File: src/rtl/node_mac_serial.sv
// rtl/node_mac_serial.sv - time-multiplexed single-multiplier neuron node
//
// Purpose:
//   Computes one neuron per frame from NUM_IN streamed activations:
//     y = clamp(round((bias + sum A[i]*W[i]) >> FRAC_SH), 0, OUT_MAX)
//   Weights and bias live in runtime-writable registers so a single instance
//   can be retargeted to any node of a layer.
//
// Ports:
//   clk, reset          rising-edge clock, synchronous active-high reset
//   in_valid/in_data    activation stream (signed DW bits)
//   in_ready            high only while collecting a frame
//   w_we/w_addr/w_data  weight register write port
//   b_we/b_data         bias register write port
//   out_valid/out_data  registered result, held until out_ready
//   out_ready           consumer accepts the result
module node_mac_serial #(
  parameter int NUM_IN   = 30,
  parameter int DW       = 8,
  parameter int ACC_W    = 23,
  parameter int FRAC_SH  = 6,
  parameter int BIAS_RST = -512,
  parameter int OUT_MAX  = 127,
  localparam int AW      = (NUM_IN > 1) ? $clog2(NUM_IN) : 1
) (
  input  logic                    clk,
  input  logic                    reset,
  input  logic                    in_valid,
  input  logic signed [DW-1:0]    in_data,
  output logic                    in_ready,
  input  logic                    w_we,
  input  logic [AW-1:0]           w_addr,
  input  logic signed [DW-1:0]    w_data,
  input  logic                    b_we,
  input  logic signed [ACC_W-1:0] b_data,
  output logic                    out_valid,
  output logic [DW-1:0]           out_data,
  input  logic                    out_ready
);

  typedef enum logic [1:0] {
    S_RUN,
    S_FIN,
    S_HOLD
  } state_t;

  localparam logic signed [ACC_W-1:0] BIAS_RST_C = ACC_W'(BIAS_RST);
  localparam logic [AW-1:0]           CNT_LAST   = AW'(NUM_IN - 1);
  localparam logic [ACC_W:0]          OUT_MAX_W  = (ACC_W + 1)'(OUT_MAX);
  localparam logic [DW-1:0]           OUT_MAX_C  = DW'(OUT_MAX);

  state_t                  state_q, state_d;
  logic [AW-1:0]           cnt_q, cnt_d;
  logic signed [ACC_W-1:0] acc_q, acc_d;
  logic signed [ACC_W-1:0] bias_q, bias_d;
  logic                    out_valid_q, out_valid_d;
  logic [DW-1:0]           out_data_q, out_data_d;
  logic signed [DW-1:0]    w_q [NUM_IN];
  logic signed [DW-1:0]    w_d [NUM_IN];

  logic                    accept;
  logic signed [DW-1:0]    w_rd;
  logic signed [2*DW-1:0]  prod;
  logic signed [ACC_W-1:0] prod_ext;
  logic signed [ACC_W-1:0] acc_base;
  logic signed [ACC_W-1:0] acc_sh;
  logic [ACC_W:0]          rnd;
  logic [DW-1:0]           result;

  assign in_ready  = (state_q == S_RUN);
  assign out_valid = out_valid_q;
  assign out_data  = out_data_q;

  // Datapath: one signed multiply per accepted activation.
  always_comb begin
    accept   = in_valid && in_ready;
    w_rd     = w_q[cnt_q];
    prod     = in_data * w_rd;
    prod_ext = ACC_W'(prod);
    // The bias is folded in on the first beat, so no separate clear cycle.
    acc_base = (cnt_q == '0) ? bias_q : acc_q;
  end

  // Output conversion: negative clamps to zero, otherwise round half up
  // using the bit just below the cut, then saturate. The extra MSB of rnd
  // keeps the rounding increment from wrapping.
  always_comb begin
    acc_sh = acc_q >>> FRAC_SH;
    rnd    = {1'b0, acc_sh} + (ACC_W + 1)'(acc_q[FRAC_SH-1]);
    if (acc_q[ACC_W-1]) begin
      result = '0;
    end else if (rnd > OUT_MAX_W) begin
      result = OUT_MAX_C;
    end else begin
      result = rnd[DW-1:0];
    end
  end

  // Register file writes. Addresses at or above NUM_IN match no entry and
  // are dropped; a same-cycle accept reads w_q, i.e. the old weight.
  always_comb begin
    for (int i = 0; i < NUM_IN; i++) begin
      w_d[i] = (w_we && (w_addr == AW'(i))) ? w_data : w_q[i];
    end
    bias_d = b_we ? b_data : bias_q;
  end

  // Frame sequencing.
  always_comb begin
    state_d     = state_q;
    cnt_d       = cnt_q;
    acc_d       = acc_q;
    out_valid_d = out_valid_q;
    out_data_d  = out_data_q;
    case (state_q)
      S_RUN: begin
        if (accept) begin
          acc_d = acc_base + prod_ext;
          if (cnt_q == CNT_LAST) begin
            cnt_d   = '0;
            state_d = S_FIN;
          end else begin
            cnt_d = cnt_q + AW'(1);
          end
        end
      end
      S_FIN: begin
        out_data_d  = result;
        out_valid_d = 1'b1;
        state_d     = S_HOLD;
      end
      S_HOLD: begin
        if (out_ready) begin
          out_valid_d = 1'b0;
          state_d     = S_RUN;
        end
      end
      default: begin
        state_d = S_RUN;
      end
    endcase
  end

  always_ff @(posedge clk) begin
    if (reset) begin
      state_q     <= S_RUN;
      cnt_q       <= '0;
      acc_q       <= '0;
      bias_q      <= BIAS_RST_C;
      out_valid_q <= 1'b0;
      out_data_q  <= '0;
      for (int i = 0; i < NUM_IN; i++) begin
        w_q[i] <= '0;
      end
    end else begin
      state_q     <= state_d;
      cnt_q       <= cnt_d;
      acc_q       <= acc_d;
      bias_q      <= bias_d;
      out_valid_q <= out_valid_d;
      out_data_q  <= out_data_d;
      for (int i = 0; i < NUM_IN; i++) begin
        w_q[i] <= w_d[i];
      end
    end
  end

endmodule

File: config.mk
export PLATFORM = sky130hd
export DESIGN_NAME = node_mac_serial
export DESIGN_NICKNAME = d
export VERILOG_FILES = /design/src/rtl/node_mac_serial.sv
export SDC_FILE = /design/constraint.sdc
export NUM_CORES = 1
export LEC_CHECK = 0
export ABC_AREA = 0
export CELL_PAD_IN_SITES_DETAIL_PLACEMENT = 1
export CELL_PAD_IN_SITES_GLOBAL_PLACEMENT = 1
export CORE_UTILIZATION = 56
export DETAILED_ROUTE_END_ITERATION = 8
export PLACE_DENSITY_LB_ADDON = 0.12
export SYNTH_ARGS = -nofsm -noshare
export SYNTH_HDL_FRONTEND = slang
export SYNTH_SLANG_ARGS = --single-unit
File: constraint.sdc
create_clock -name clk -period 11 [get_ports clk]
set_clock_uncertainty 0.1 [all_clocks]
set_input_delay 2.2 -clock clk [delete_from_list [all_inputs] [get_ports clk]]
set_output_delay 2.2 -clock clk [all_outputs]
set_load 0.03 [all_outputs]
==> results.ini, run 1 <==
[drt]
ant_nets = 0
drt_iter0_drc = 682
drc = 0
post_drt_via_cell_ratio = 5.96
vias = 10605
dr.pass1.iters = 7
routedWlPerCell_um = 23.8
routed_wl_um = 42400

[floorplan]
rows = 63
die_area_um2 = 31400
die_height_um = 177
initial_core_util_pct = 57.5
ios = 60
design.core.area_um2 = 29900
fp.dieW_um = 177

[critical_path]
r2r_setup_slack_ps = 3080
path_max_fanout = 43
reg2reg_depth = 19
critPathCaptureType = flop
cp.arrival_ps = 8320
cp.required_ps = 11390
startpoint_type = flop
crit_type = reg2reg

[clock_network]
numCtsBuffers = 31
clk_pin_slew_ps = 60
cts_tree = yes
cts_num_sinks = 307
hold_buffers = 0
cts_buffer_depth = 3
cts_htree_levels = 1
cts.repair.resized = 0
clkLatencyLatePin_ps = 570
postCtsSetupBuffers = 0
cts-root-buf = clkbuf_16

[placement]
gp_congestion = 0.892
dpl.cell_count = 1722
dpl-instance-area_um2 = 18100
port_buffers = 59
dp_hpwl_um = 29800

[run_status]
status = finished clean

[final_layout]
final_common_cell = edfxtp_1
area_growth_pct = 10.6
nets = 1572
stdcell_count = 1780
final_cell_mix = 240 x edfxtp_1, 190 x nor2_1, 108 x inv_1, 100 x fa_1, 74 x nand2_1
num_antenna_cells = 0
fin_area_um2 = 19000
drive_gt1_share_pct = 10.9

[logic_synthesis]
ys_warn_count = 0
synth_edf_count = 240
yosysSeqAreaShare_pct = 49.8
synth_top_area_share_pct = 42.0
netlist_area_um2 = 17200
synth_top_cell_by_area = edfxtp_1
synth_area_leaders = edfxtp_1 42%, fa_1 12%, mux4_2 9.1%, dfxtp_1 7.8%, ha_1 4.2%
synth-seq-cells = 307
synth_cell_type_count = 62
synth_cells = 1324
synth_ff_type = edfxtp_1
syn_avg_cell_area_um2 = 13.0
syn_nets = 1531
async_flop_share_pct = 0

[sta]
finalCriticalPeriod_ps = 7920
finalHoldViolations = 0
setup_viol = 0
finalCritPeriodShare_pct = 72.0
relSlewSlack_pct = 15.8
tightest_slew_ps = 1260
setup_tns_ps = 0
fmax_mhz = 126
rsz0062_at_grt = no
final_max_slew_viol_count = 0

[pwr]
vdd_ir_drop_max_mv = 0.240
p_leak_nw = 7.05
power_density_nw_per_um2 = 308

[global_route]
grt_use_total_pct = 28.1
grt_max_degree = 55
grt_overflow = 0
grt_pass1_wl_um = 65600
antenna_found_initial = 0
grt_pass1_vias = 11600

[worst_hold_path]
hold-path-cell-count = 2
min_path_type = reg2reg

[run]
drv_cap = 0

-- logic make-up (layout without fill, tap and decap cells) --
logic type               after synthesis  after routing  share of synthesized area [%]
multiplexers                         121            121                           12.6
AO/OA/AOI/OAI                        126            126                           5.09
XOR/XNOR                              27             27                           1.38
AND/OR/NAND/NOR                      415            415                           11.3
flip-flops                           307            307                           49.8
buffers and inverters                171            237                           4.00
adder cells (fa/ha/maj)              157            157                           15.8
-- synthesized netlist by cell type, drive strengths merged, types with 3 or more instances --
master  instances
a211o          15
nor3           14
nand3           8
o21a            4
o211ai          7
a211oi         11
mux4           69
nor2          190
xnor2          20
nor2b          53
nor3b           4
a21o            3
clkbuf         44
edfxtp        240
fa            100
a21oi          27
mux2           23
dfxtp          67
nand2          74
nand2b         40
inv           108
a221o           7
xor2            7
buf            19
o21bai         11
ha             57
or2             3
mux2i          29
nand4           5
o21ai          23
nand3b          7
and2            7
-- registers in the layout, summed over array words and instances (netlist names), named ones only --
signal and count:
w_q 240, cnt_q 5, out_data 8, out_valid 1, acc_q 23, bias_q 23, state_q 2
-- report_power, final --
group	switching, W	total [W]	internal, W
clock network	0.000440	0.000978	0.000538
registers	0.0000668	0.00143	0.00136
logic	0.00196	0.00344	0.00148
-- worst max-delay path, cell delays in order, from the launching register on --
cell and delay, ps:
dfxtp_4 900, buf_4 540, mux4_2 570, mux4_2 460, mux2_2 360, and2_1 580, fa_1 710, inv_1 60
fa_1 500, inv_1 50, fa_1 460, fa_1 490, ha_1 310, ha_1 380, a21oi_1 250, o221ai_1 160
a21oi_1 270, o21ai_0 190, a211o_1 330, a31oi_1 130
-- final timing paths --
| kind | from | end |
|---|---|---|
| setup / recovery | flop | acc_q[21] |
| hold / removal | acc_q[0] | acc_q[0] |
| setup reg to reg | flop | acc_q[21] |
| hold reg to reg | acc_q[0] | acc_q[0] |
-- final cells by class --
type,instances,area (µm²)
Fill cell,2926,10900
Sequential cell,307,8550
Multi-Input combinational cell,846,7940
Clock buffer,38,802
Timing Repair Buffer,71,678
Tap cell,390,488
Inverter,108,405
Clock inverter,20,119
-- metrics by stage --
| stage | hold slack [ps] | total power [W] | setup slack [ps] | utilization, % |
|---|---|---|---|---|
| 2_1_floorplan | 334 | 0.00407 | 3870 | - |
| 3_3_place_gp | 341 | 0.00471 | 3010 | 60.5 |
| 3_5_place_dp | 350 | 0.00484 | 2880 | 60.5 |
| 4_1_cts | 358 | 0.00585 | 2980 | 63.6 |
| 5_1_grt | 376 | 0.00634 | 2560 | 63.6 |
| 6_report | 354 | 0.00584 | 3080 | 63.6 |
-- per-layer routing --
metal  vias up  track usage [%]  part of all wire, %
met5         -                0                    0
met4         0             10.4                  3.6
met3        86             3.97                  6.3
met2       365             49.2                   51
met1      5397             35.3                   40
li1       4757                -                    -
Note: power is estimated with default switching activity, not from simulation.
==> run 2: changes to the inputs <==
Settings changed: CORE_UTILIZATION 56 to 47.
Clock period 11 ns to 7 ns, I/O delays scaled along.
==> results.ini, run 2 (same netlist as run 1, synthesis figures left out) <==
[sta]
finalCriticalPeriod_ps = 6740  ; was 7920 ps
rsz0062_at_grt = no  ; unchanged
finalHoldViolations = 0  ; unchanged
relSlewSlack_pct = 20.9  ; was 15.8%
setup_tns_ps = 0  ; unchanged
setup_viol = 0  ; unchanged
finalCritPeriodShare_pct = 96.3  ; was 72.0%
holdWs_ps = 357  ; was 354 ps
final_max_slew_viol_count = 0  ; unchanged
tightest_slew_ps = 1180  ; was 1260 ps
fmax_mhz = 148  ; was 126 MHz

[run]
drv_cap = 0  ; unchanged

[final_layout]
final_cell_mix = 240 x edfxtp_1, 190 x nor2_1, 107 x inv_1, 100 x fa_1, 74 x nand2_1  ; was 240 x edfxtp_1, 190 x nor2_1, 108 x inv_1, 100 x fa_1, 74 x nand2_1
num_antenna_cells = 0  ; unchanged
largest_register = w_q  ; unchanged
area_growth_pct = 14.3  ; was 10.6%
fillCellCount = 3544  ; was 2926
stdcell_count = 1890  ; was 1780
drive_gt1_share_pct = 14.2  ; was 10.9%
seqCellArea_um2 = 8550  ; unchanged
nets = 1613  ; was 1572
reg_top3 = w_q (240), acc_q (23), bias_q (23)  ; unchanged
multi_input_area_um2 = 7960  ; was 7940 µm²
final_common_cell = edfxtp_1  ; unchanged
largest_register_ffs = 240  ; unchanged

[global_route]
grt_pass1_wl_um = 65100  ; was 65600 µm
grt_use_total_pct = 23.6  ; was 28.1%
grt_overflow = 0  ; unchanged
grt_pass1_vias = 11503  ; was 11600
antenna_found_initial = 0  ; unchanged
grt_max_degree = 55  ; unchanged

[clock_network]
cts_htree_levels = 2  ; was 1
numCtsBuffers = 36  ; was 31
clk_pin_slew_ps = 60  ; about the same
cts_num_sinks = 307  ; unchanged
cts-root-buf = clkbuf_16  ; unchanged
cts_tree = yes  ; unchanged
hold_buffers = 0  ; unchanged
cts_buffer_depth = 3  ; unchanged
clkLatencyLatePin_ps = 560  ; was 570 ps

[drt]
routed_wl_um = 41900  ; was 42400 µm
drt_iter0_drc = 518  ; was 682
drc = 1  ; was 0
post_drt_via_cell_ratio = 5.58  ; was 5.96
ant_nets = 0  ; unchanged
routedWlPerCell_um = 22.2  ; was 23.8 µm
vias = 10550  ; was 10605
dr.pass1.iters = 9  ; was 7

[critical_path]
critPathSlowestCell = mux4_2  ; was dfxtp_4
max_stage_delay_ps = 560  ; was 900 ps
r2r_setup_slack_ps = 260  ; was 3080 ps
cp.required_ps = 7380  ; was 11390 ps
critPathCaptureType = flop  ; unchanged
cp_top_family = adder cells  ; unchanged
cp_num_buf_inv = 3  ; unchanged
startpoint_type = flop  ; unchanged
critical_path.cell_chain = buf_12 -> mux4_2 -> mux4_2 -> mux2i_4 -> nor2b_1 -> fa_1 -> inv_1 -> fa_1 -> inv_1 -> fa_1 -> fa_1 -> ha_1 -> ha_1 -> a21oi_1 -> o221ai_1 -> a21oi_1 -> o21ai_0 -> a211o_1 -> a31oi_1  ; was buf_4 -> mux4_2 -> mux4_2 -> mux2_2 -> and2_1 -> fa_1 -> inv_1 -> fa_1 -> inv_1 -> fa_1 -> fa_1 -> ha_1 -> ha_1 -> a21oi_1 -> o221ai_1 -> a21oi_1 -> o21ai_0 -> a211o_1 -> a31oi_1
cp.arrival_ps = 7120  ; was 8320 ps
crit_type = reg2reg  ; unchanged
path_max_fanout = 19  ; was 43
reg2reg_depth = 19  ; unchanged
crit_top_cell = fa_1  ; unchanged
reg2reg_to = acc_q[21]  ; unchanged

[placement]
dp_hpwl_um = 30500  ; was 29800 µm
gp_congestion = 0.872  ; was 0.892
port_buffers = 59  ; unchanged
dpl.cell_count = 1828  ; was 1722

[floorplan]
design.core.area_um2 = 35700  ; was 29900 µm²
initial_core_util_pct = 48.0  ; was 57.5%
die_height_um = 193  ; was 177 µm
die_area_um2 = 37300  ; was 31400 µm²
rows = 69  ; was 63
ios = 60  ; unchanged
fp.dieW_um = 193  ; was 177 µm

[pwr]
p_leak_nw = 7.33  ; was 7.05 nW
vdd_ir_drop_max_mv = 0.449  ; was 0.240 mV
power_density_nw_per_um2 = 494  ; was 308 nW/µm²

[run_status]
status = finished with violations  ; was finished clean
violations = DRC

[worst_hold_path]
min_from = acc_q[1]  ; was acc_q[0]
hold-path-cell-count = 2  ; unchanged
worstHoldEndpoint = acc_q[1]  ; was acc_q[0]
min_path_type = reg2reg  ; unchanged

run 2: what timing repair did:
action                     in CTS  in global routing
setup endpoints to repair       0                  5
setup buffers                   0                  1
resized for setup               0                  7
run 2: power by group:
| part | total (W) | internal, W | switching (W) |
|---|---|---|---|
| combinational | 0.00565 | 0.00251 | 0.00314 |
| clock | 0.00183 | 0.00105 | 0.000776 |
| sequential | 0.00222 | 0.00213 | 0.0000828 |
| total | 0.00970 | 0.00570 | 0.00400 |
run 2: metal layers:
layer | wire, µm | vias to the layer above | track usage [%]
met2 | 22000 | 227 | 42.9
met3 | 1660 | 66 | 3.11
met5 | 0 | - | 0
li1 | - | 4833 | -
met1 | 17100 | 5424 | 28.4
met4 | 1200 | 0 | 8.89
run 2: layout make-up:
type | count | share of cell area (%)
sequential | 307 | 43.6
tap | 461 | 2.94
timing repair buffer | 107 | 5.06
clock buffer | 45 | 4.87
clock inverter | 16 | 0.918
inverter | 108 | 2.07
multi-input combinational | 846 | 40.5
run 2: metrics by stage:
stage                     cell area [µm²]  power (W)  util (%)  setup WS, ps
after floorplan                     17200    0.00639         -           437
after global placement              18500    0.00768      51.6           178
after detailed placement            18500    0.00783      51.6          32.0
after CTS                           19600    0.00973      54.8           157
after global routing                19600     0.0106      54.9          7.85
final                               19600    0.00970      54.9           259
run 2: worst max-delay path by stage:
stage	slack, ps	cells after the start	from	endpoint
final	260	19	flop	acc_q[21]
after global routing	8	19	flop	acc_q[21]
after CTS	160	19	flop	acc_q[21]
after detailed placement	30	17	in_data[7]	acc_q[19]
after global placement	180	16	in_data[7]	acc_q[21]
after floorplan	440	21	flop	acc_q[21]
run 2: tightest hold or removal path, stage by stage, from the launching register on:
cell and delay [ps]:
dfxtp_1 300, nand2_1 50, a21oi_1 50
